--- config.mk ---
export PLATFORM = sky130hd
export DESIGN_NAME = rf_sequencer_flat
export DESIGN_NICKNAME = d
export VERILOG_FILES = /design/src/rtl/rf_seq_pkg.sv /design/src/rtl/rf_seq_if.sv /design/src/rtl/rf_seq_alu.sv /design/src/rtl/rf_sequencer.sv /design/src/flat_wrapper.sv
export SDC_FILE = /design/constraint.sdc
export NUM_CORES = 1
export LEC_CHECK = 0
export ABC_AREA = 1
export CAP_MARGIN = 20
export CORE_MARGIN = 1.5
export CORE_UTILIZATION = 30
export DETAILED_ROUTE_END_ITERATION = 6
export GPL_TIMING_DRIVEN = 1
export PLACE_DENSITY_LB_ADDON = 0.2
export SLEW_MARGIN = 30
export SYNTH_ARGS = -nofsm -noshare
export SYNTH_HDL_FRONTEND = slang
export SYNTH_HIERARCHICAL = 1
export SYNTH_SLANG_ARGS = --single-unit
--- constraint.sdc ---
create_clock -name clk -period 3 [get_ports clk]
set_input_delay 0.3 -clock clk [delete_from_list [all_inputs] [get_ports clk]]
set_output_delay 0.3 -clock clk [all_outputs]
set_load 0.01 [all_outputs]
--- src/rtl/rf_seq_pkg.sv ---
// Shared opcode and state encodings for the two-entry register-file sequencer.
// Imported by the ALU, the interface users and the top-level FSM.
package rf_seq_pkg;

    localparam int N_DEFAULT = 4;

    localparam logic [1:0] OP_LOAD = 2'b00;
    localparam logic [1:0] OP_COPY = 2'b01;
    localparam logic [1:0] OP_ADD  = 2'b10;
    localparam logic [1:0] OP_SWAP = 2'b11;

    typedef enum logic [2:0] {
        ST_IDLE   = 3'd0,
        ST_EXEC   = 3'd1,
        ST_SWAP_A = 3'd2,
        ST_SWAP_B = 3'd3,
        ST_DONE   = 3'd4
    } state_t;

endpackage

--- src/rtl/rf_seq_if.sv ---
// Command handshake plus register-file drive/read bus between the sequencer and its environment.
// The master side is the sequencer; the slave side is the command source and register file.
interface rf_seq_if #(parameter int N = 4);

    logic         cmd_valid;
    logic         cmd_ready;
    logic [1:0]   cmd_op;
    logic         cmd_dst;
    logic         cmd_src_a;
    logic         cmd_src_b;
    logic [N-1:0] cmd_imm;

    logic         rf_sa;
    logic         rf_sb;
    logic         rf_da;
    logic         rf_w;
    logic [N-1:0] rf_d;
    logic [N-1:0] rf_a;
    logic [N-1:0] rf_b;

    logic         done;
    logic [N-1:0] result;
    logic         carry;

    modport master (
        input  cmd_valid, cmd_op, cmd_dst, cmd_src_a, cmd_src_b, cmd_imm,
        input  rf_a, rf_b,
        output cmd_ready, rf_sa, rf_sb, rf_da, rf_w, rf_d,
        output done, result, carry
    );

    modport slave (
        output cmd_valid, cmd_op, cmd_dst, cmd_src_a, cmd_src_b, cmd_imm,
        output rf_a, rf_b,
        input  cmd_ready, rf_sa, rf_sb, rf_da, rf_w, rf_d,
        input  done, result, carry
    );

endinterface

--- src/rtl/rf_seq_alu.sv ---
// Combinational write-data generator: selects immediate, A bus, A+B sum or B bus by opcode.
// SWAP maps to the B bus so the first swap write can reuse this path.
module rf_seq_alu
    import rf_seq_pkg::*;
#(
    parameter int N = N_DEFAULT
) (
    input  logic [1:0]   op,
    input  logic [N-1:0] imm,
    input  logic [N-1:0] a,
    input  logic [N-1:0] b,
    output logic [N-1:0] data,
    output logic         carry
);

    logic [N:0] sum;

    assign sum = {1'b0, a} + {1'b0, b};

    always_comb begin
        data  = '0;
        carry = 1'b0;
        case (op)
            OP_LOAD: data = imm;
            OP_COPY: data = a;
            OP_ADD: begin
                data  = sum[N-1:0];
                carry = sum[N];
            end
            default: data = b;
        endcase
    end

endmodule

--- src/rtl/rf_sequencer.sv ---
// Command-driven write/read controller for the two-entry register file.
// state     | meaning
// ST_IDLE   | ready for a command
// ST_EXEC   | single write for LOAD/COPY/ADD
// ST_SWAP_A | R0 <= R1, capture old R0 in tmp
// ST_SWAP_B | R1 <= tmp
// ST_DONE   | done pulse, no write
module rf_sequencer
    import rf_seq_pkg::*;
#(
    parameter int N = N_DEFAULT
) (
    input  logic clk,
    input  logic rst,
    rf_seq_if.master bus
);

    state_t       state_q;
    state_t       state_d;

    logic [1:0]   op_q;
    logic         dst_q;
    logic         src_a_q;
    logic         src_b_q;
    logic [N-1:0] imm_q;
    logic [N-1:0] tmp_q;
    logic [N-1:0] result_q;
    logic         carry_q;

    logic         accept;
    logic         write_raw;
    logic [N-1:0] alu_data;
    logic         alu_carry;

    rf_seq_alu #(.N(N)) u_alu (
        .op    (op_q),
        .imm   (imm_q),
        .a     (bus.rf_a),
        .b     (bus.rf_b),
        .data  (alu_data),
        .carry (alu_carry)
    );

    assign bus.cmd_ready = (state_q == ST_IDLE) & ~rst;
    assign accept        = bus.cmd_valid & bus.cmd_ready;
    assign bus.rf_w      = write_raw & ~rst;
    assign bus.done      = (state_q == ST_DONE);
    assign bus.result    = result_q;
    assign bus.carry     = carry_q;

    always_comb begin
        state_d    = state_q;
        bus.rf_sa  = 1'b0;
        bus.rf_sb  = 1'b0;
        bus.rf_da  = 1'b0;
        bus.rf_d   = '0;
        write_raw  = 1'b0;
        case (state_q)
            ST_IDLE: begin
                if (bus.cmd_valid) begin
                    state_d = (bus.cmd_op == OP_SWAP) ? ST_SWAP_A : ST_EXEC;
                end
            end
            ST_EXEC: begin
                bus.rf_sa = src_a_q;
                bus.rf_sb = src_b_q;
                bus.rf_da = dst_q;
                bus.rf_d  = alu_data;
                write_raw = 1'b1;
                state_d   = ST_DONE;
            end
            ST_SWAP_A: begin
                // op_q is SWAP here, so the ALU forwards the B bus (old R1)
                bus.rf_sb = 1'b1;
                bus.rf_d  = alu_data;
                write_raw = 1'b1;
                state_d   = ST_SWAP_B;
            end
            ST_SWAP_B: begin
                bus.rf_da = 1'b1;
                bus.rf_d  = tmp_q;
                write_raw = 1'b1;
                state_d   = ST_DONE;
            end
            ST_DONE: state_d = ST_IDLE;
            default: state_d = ST_IDLE;
        endcase
    end

    always_ff @(posedge clk) begin
        if (rst) begin
            state_q  <= ST_IDLE;
            op_q     <= OP_LOAD;
            dst_q    <= 1'b0;
            src_a_q  <= 1'b0;
            src_b_q  <= 1'b0;
            imm_q    <= '0;
            tmp_q    <= '0;
            result_q <= '0;
            carry_q  <= 1'b0;
        end else begin
            state_q <= state_d;
            if (accept) begin
                op_q    <= bus.cmd_op;
                dst_q   <= bus.cmd_dst;
                src_a_q <= bus.cmd_src_a;
                src_b_q <= bus.cmd_src_b;
                imm_q   <= bus.cmd_imm;
            end
            case (state_q)
                ST_EXEC: begin
                    result_q <= alu_data;
                    if (op_q == OP_ADD) begin
                        carry_q <= alu_carry;
                    end
                end
                ST_SWAP_A: tmp_q    <= bus.rf_a;
                ST_SWAP_B: result_q <= tmp_q;
                default: ;
            endcase
        end
    end

endmodule

--- src/flat_wrapper.sv ---
// flat-port wrapper written by rule: the top's interface ports become plain ports
module rf_sequencer_flat import rf_seq_pkg::*;
#(
    parameter int N = N_DEFAULT
)
  (clk, rst, bus_cmd_valid, bus_cmd_op, bus_cmd_dst, bus_cmd_src_a, bus_cmd_src_b, bus_cmd_imm, bus_rf_a, bus_rf_b, bus_cmd_ready, bus_rf_sa, bus_rf_sb, bus_rf_da, bus_rf_w, bus_rf_d, bus_done, bus_result, bus_carry);
  rf_seq_if #(.N(N)) bus_i ();
  input  logic clk;
  input  logic rst;
  input wire logic [$bits(bus_i.cmd_valid)-1:0] bus_cmd_valid;
  input wire logic [$bits(bus_i.cmd_op)-1:0] bus_cmd_op;
  input wire logic [$bits(bus_i.cmd_dst)-1:0] bus_cmd_dst;
  input wire logic [$bits(bus_i.cmd_src_a)-1:0] bus_cmd_src_a;
  input wire logic [$bits(bus_i.cmd_src_b)-1:0] bus_cmd_src_b;
  input wire logic [$bits(bus_i.cmd_imm)-1:0] bus_cmd_imm;
  input wire logic [$bits(bus_i.rf_a)-1:0] bus_rf_a;
  input wire logic [$bits(bus_i.rf_b)-1:0] bus_rf_b;
  output wire logic [$bits(bus_i.cmd_ready)-1:0] bus_cmd_ready;
  output wire logic [$bits(bus_i.rf_sa)-1:0] bus_rf_sa;
  output wire logic [$bits(bus_i.rf_sb)-1:0] bus_rf_sb;
  output wire logic [$bits(bus_i.rf_da)-1:0] bus_rf_da;
  output wire logic [$bits(bus_i.rf_w)-1:0] bus_rf_w;
  output wire logic [$bits(bus_i.rf_d)-1:0] bus_rf_d;
  output wire logic [$bits(bus_i.done)-1:0] bus_done;
  output wire logic [$bits(bus_i.result)-1:0] bus_result;
  output wire logic [$bits(bus_i.carry)-1:0] bus_carry;
  assign bus_i.cmd_valid = bus_cmd_valid;
  assign bus_i.cmd_op = bus_cmd_op;
  assign bus_i.cmd_dst = bus_cmd_dst;
  assign bus_i.cmd_src_a = bus_cmd_src_a;
  assign bus_i.cmd_src_b = bus_cmd_src_b;
  assign bus_i.cmd_imm = bus_cmd_imm;
  assign bus_i.rf_a = bus_rf_a;
  assign bus_i.rf_b = bus_rf_b;
  assign bus_cmd_ready = bus_i.cmd_ready;
  assign bus_rf_sa = bus_i.rf_sa;
  assign bus_rf_sb = bus_i.rf_sb;
  assign bus_rf_da = bus_i.rf_da;
  assign bus_rf_w = bus_i.rf_w;
  assign bus_rf_d = bus_i.rf_d;
  assign bus_done = bus_i.done;
  assign bus_result = bus_i.result;
  assign bus_carry = bus_i.carry;
  rf_sequencer #(.N(N)) u_core (.clk(clk), .rst(rst), .bus(bus_i));
endmodule
==> impl_summary.md <==
Power
In this run the power spent charging and discharging nets is 0.000221 W. The clock share of power is 26.2%. The proportion of total power due to net switching is 31.5%. Per report_power, the sequential group accounts for 45.6% of the total. The combinational fraction of design power is 28.2%. The maximum resistive drop on vdd is 226 uV. Dividing total power by cell area gives a power density of 418 nW/um^2. Power comes to 0.000703 W.

The reported leakage power is 0.772 nW. The internal power consumption is 0.000482 W.

CTS
The clock-pin slew on the worst setup and hold paths is 80 ps. The worst-case clock buffer depth is 2. Buffers added to address setup during post-CTS repair amount to 0. The latest clock arrival within the worst-skew pair is 260 ps. The clock tree from TritonCTS is built.

The H-tree depth is 1. Hold repair after CTS inserted 0 buffers. The number of clock buffers added by TritonCTS is 3. In this run the clock root is driven by a sky130_fd_sc_hd__clkbuf_8.

The tree built by TritonCTS fans out to 21 sinks.

Global route
The total global routing track utilization is 15.3%. Global routing finished with a remaining overflow of 0. The number of global-route vias before repair was 1182.

The peak-usage layer in the global routing report is met2. Entering global routing, the biggest net connects 19 pins. The met1 usage in global routing is 20.5%. The global-route met3 utilization is 3.95%. The number of antenna violations at the first check in global routing was 0.

Global routing used 24.2% of the available met2 tracks. The first global-routing pass estimated 5320 um of wire.

Place
The number of cells in the design after placement is 279. Port buffering added 34 buffers. The standard cell area after detailed placement is 1630 um^2.

The routability-driven placement congestion ratio is 0.847. Detailed placement ended at an HPWL of 2380 um.

Yosys
The post-synth design cell area is 1260 um^2. The most area-hungry cell type in the Yosys netlist is sky130_fd_sc_hd__dfxtp_1. When the netlist entered floorplanning its net count stood at 224. The count of warnings emitted by yosys is 6. A synthesized cell averages 6.36 um^2. The area share of the largest cell type after synthesis is 33.2%.

Yosys mapped the design onto 21 distinct sky130hd cell types. Ranked by total cell area, the synthesized netlist is headed by sky130_fd_sc_hd__dfxtp_1, sky130_fd_sc_hd__nor2_1, sky130_fd_sc_hd__nand2_1. After synthesis the netlist holds a flip-flop and latch count of 21. For this run, the register share of the synthesized area comes to 33.2%. Synthesis produced a netlist whose cell count is 199.

Job
The max-cap check violation count is 0.

STA
The final setup TNS is 0 ps. The relative slew slack is 71.8%. The final number of max-transition violations was 0.

The total count of hold-check failures in the final report is 0. Across all hold checks on the routed design, the worst slack comes to 495 ps. The count of endpoints failing setup in the final report is 0. The share of the clock period used by the worst path is 94.1%.

Setup repair after global routing left no endpoint under its margin. The worst setup skew after layout is 9.10 ps. Derived from the worst setup path, the maximum achievable clock frequency is 354 MHz.

The actual slew at the worst max-slew pin is 423 ps. The smallest clock period supported by the final layout is computed as 2820 ps.

Finish
The library cell used most frequently in the layout, excluding fill and tap cells, is sky130_fd_sc_hd__nor2_1. Relative to the synthesized area, the layout overhead comes to 32.9%. In the layout the commonest cells are sky130_fd_sc_hd__nor2_1, sky130_fd_sc_hd__nand2_1, sky130_fd_sc_hd__clkdlybuf4s50_1, sky130_fd_sc_hd__inv_1, sky130_fd_sc_hd__dfxtp_1.

The diode insertion count for antenna repair is 0. The final non-filler cell area is 1680 um^2. The sequential cells in the finished layout cover a total of 420 um^2.

After filler insertion, the fill cell instance count of the layout stands at 468. The count of nets after finishing is 259. Summing all multi-input logic gate instances after layout gives 693 um^2. The count of cells in the finished layout, fillers not included, comes to 283. The fraction of final layout cells with drive strength greater than 1 is 5.15%.

Setup path
The category of cells accounting for the largest share of critical-path delay is buffers and inverters. The sort of element at the end of the critical path is an output port. The data required time at the worst endpoint is 2700 ps. The worst flop-to-flop path startpoint is u_core/op_q[1]. Data arrives at the worst endpoint at 2520 ps.

For this run, the slowest stage of the critical path takes 550 ps. The type of the worst setup path is primary input to output port. Along the worst path, the maximum fanout reaches 3. The worst reg-to-reg setup slack is 1560 ps. The startpoint type of the worst setup path is a primary input. The number of buffers and inverters on the critical path is 4. The capture point of the worst reg-to-reg path is u_core/bus.result[0].

The critical path goes through clkdlybuf4s50_1, ha_1, inv_1, fa_1, nand2_1, nand2_1, a31oi_1, inv_1, o21ai_1, clkdlybuf4s50_1. Counting cells, the worst reg-to-reg path comes to 7. The most critical setup path has its startpoint at bus_rf_a[0]. On the critical path, the stage with the largest delay is an instance of sky130_fd_sc_hd__clkdlybuf4s50_1.

Drt
The number of vias in the routed layout is 1269. Dividing the detail-routed wire length by the instance count gives 10.8 um. The wire length reported by the detailed router is 3060 um. The detailed router's first-iteration violation count is 41.

The average via count per standard cell is 4.48. The number of iterations in the first detailed-routing pass is 4. The final routed DRC violation total is 0. The detail route stage leaves a number of antenna-violating nets equal to 0.

Worst hold path
The startpoint of the most critical hold path is u_core/tmp_q[3]. The tightest min-delay check is of the flop to flop type. The worst min-delay path endpoint is u_core/tmp_q[3]. Along the worst hold path, the cell count comes to 2.

Floorplan
The floorplan step defined a die boundary enclosing 4620 um^2. The floorplan has 23 rows. In this run the horizontal extent of the chip is 67.9 um.

The initial standard-cell utilization of the core is 31.4%. After floorplanning, the core was sized to cover 4030 um^2. The boundary pin count is 35.

The vertical die dimension is 67.9 um.

Status
The flow ran to the end, and the final reports show no timing, DRC or antenna violations.
sequential cells by signal, summed over array words and instances (netlist names):
name / cells
u_core/bus.carry: 1
u_core/bus.result: 4
u_core/dst_q: 1
u_core/imm_q: 4
u_core/op_q: 2
u_core/src_a_q: 1
u_core/src_b_q: 1
u_core/state_q: 3
u_core/tmp_q: 4
logic make-up after synthesis:
kind of cell | after synthesis | synth area share [%]
simple gates | 112 | 38.8
buf+inv | 35 | 12.0
compound gates | 26 | 10.5
flops | 21 | 33.2
fa+ha+maj | 5 | 5.54
layout make-up:
type                    instances  area share, %
repair buffers                 34           20.4
flip-flops and latches         21           25.0
multi-input cells             143           41.2
inverters                      31           6.92
clock buffers                   3           2.46
well taps                      50           3.72
clock inverters                 1          0.298
per-stage QoR:
stage	utilization (%)	worst slack, ps
3_3_place_gp	40.5	149
2_1_floorplan	-	1150
5_1_grt	41.7	41.4
6_report	41.7	177
3_5_place_dp	40.5	120
4_1_cts	41.7	113
worst max path at each step:
| stage | to | slack, ps | depth (start not counted) |
|---|---|---|---|
| floorplan | bus_rf_d[1] | 1150 | 8 |
| global placement | bus_rf_d[1] | 150 | 10 |
| detailed placement | bus_rf_d[1] | 120 | 10 |
| CTS | bus_rf_d[1] | 110 | 10 |
| global route | bus_rf_d[2] | 40 | 10 |
| finish | bus_rf_d[2] | 180 | 10 |
power groups by stage:
stage	clock network (W)	logic, W	registers, W
after detailed placement	0	0.000199	0.000327
after global routing	0.000208	0.000228	0.000324
after floorplan	0	0.000131	0.000318
after global placement	0	0.000199	0.000326
final	0.000185	0.000198	0.000320
after CTS	0.000195	0.000200	0.000320
Yosys cell counts, drive strengths merged:
master  instances
nand3          11
inv            31
nor2           57
dfxtp          21
a31oi           2
o21ai          15
nand2          39
buf             4
ha              4
fa              1
a21oi           9
nand4           5
tightest hold or removal path: cells and delay by family (launching register included):
kind | cells | cell delay [ps]
DFF | 1 | 320
and+or+nand+nor | 2 | 140
metal layers:
metal / wire length (um) / vias to the layer above
met4: 32 / 0
li1: - / 689
met1: 1480 / 538
met2: 1370 / 37
met5: 0 / -
met3: 168 / 5
what timing repair did:
| action | 4_1_cts | 5_1_grt |
|---|---|---|
| gates resized for setup | 0 | 1 |
| endpoints found under the hold margin | 0 | 0 |
| endpoints found under the setup margin | 0 | 1 |
(Power assumes the default switching activity.)
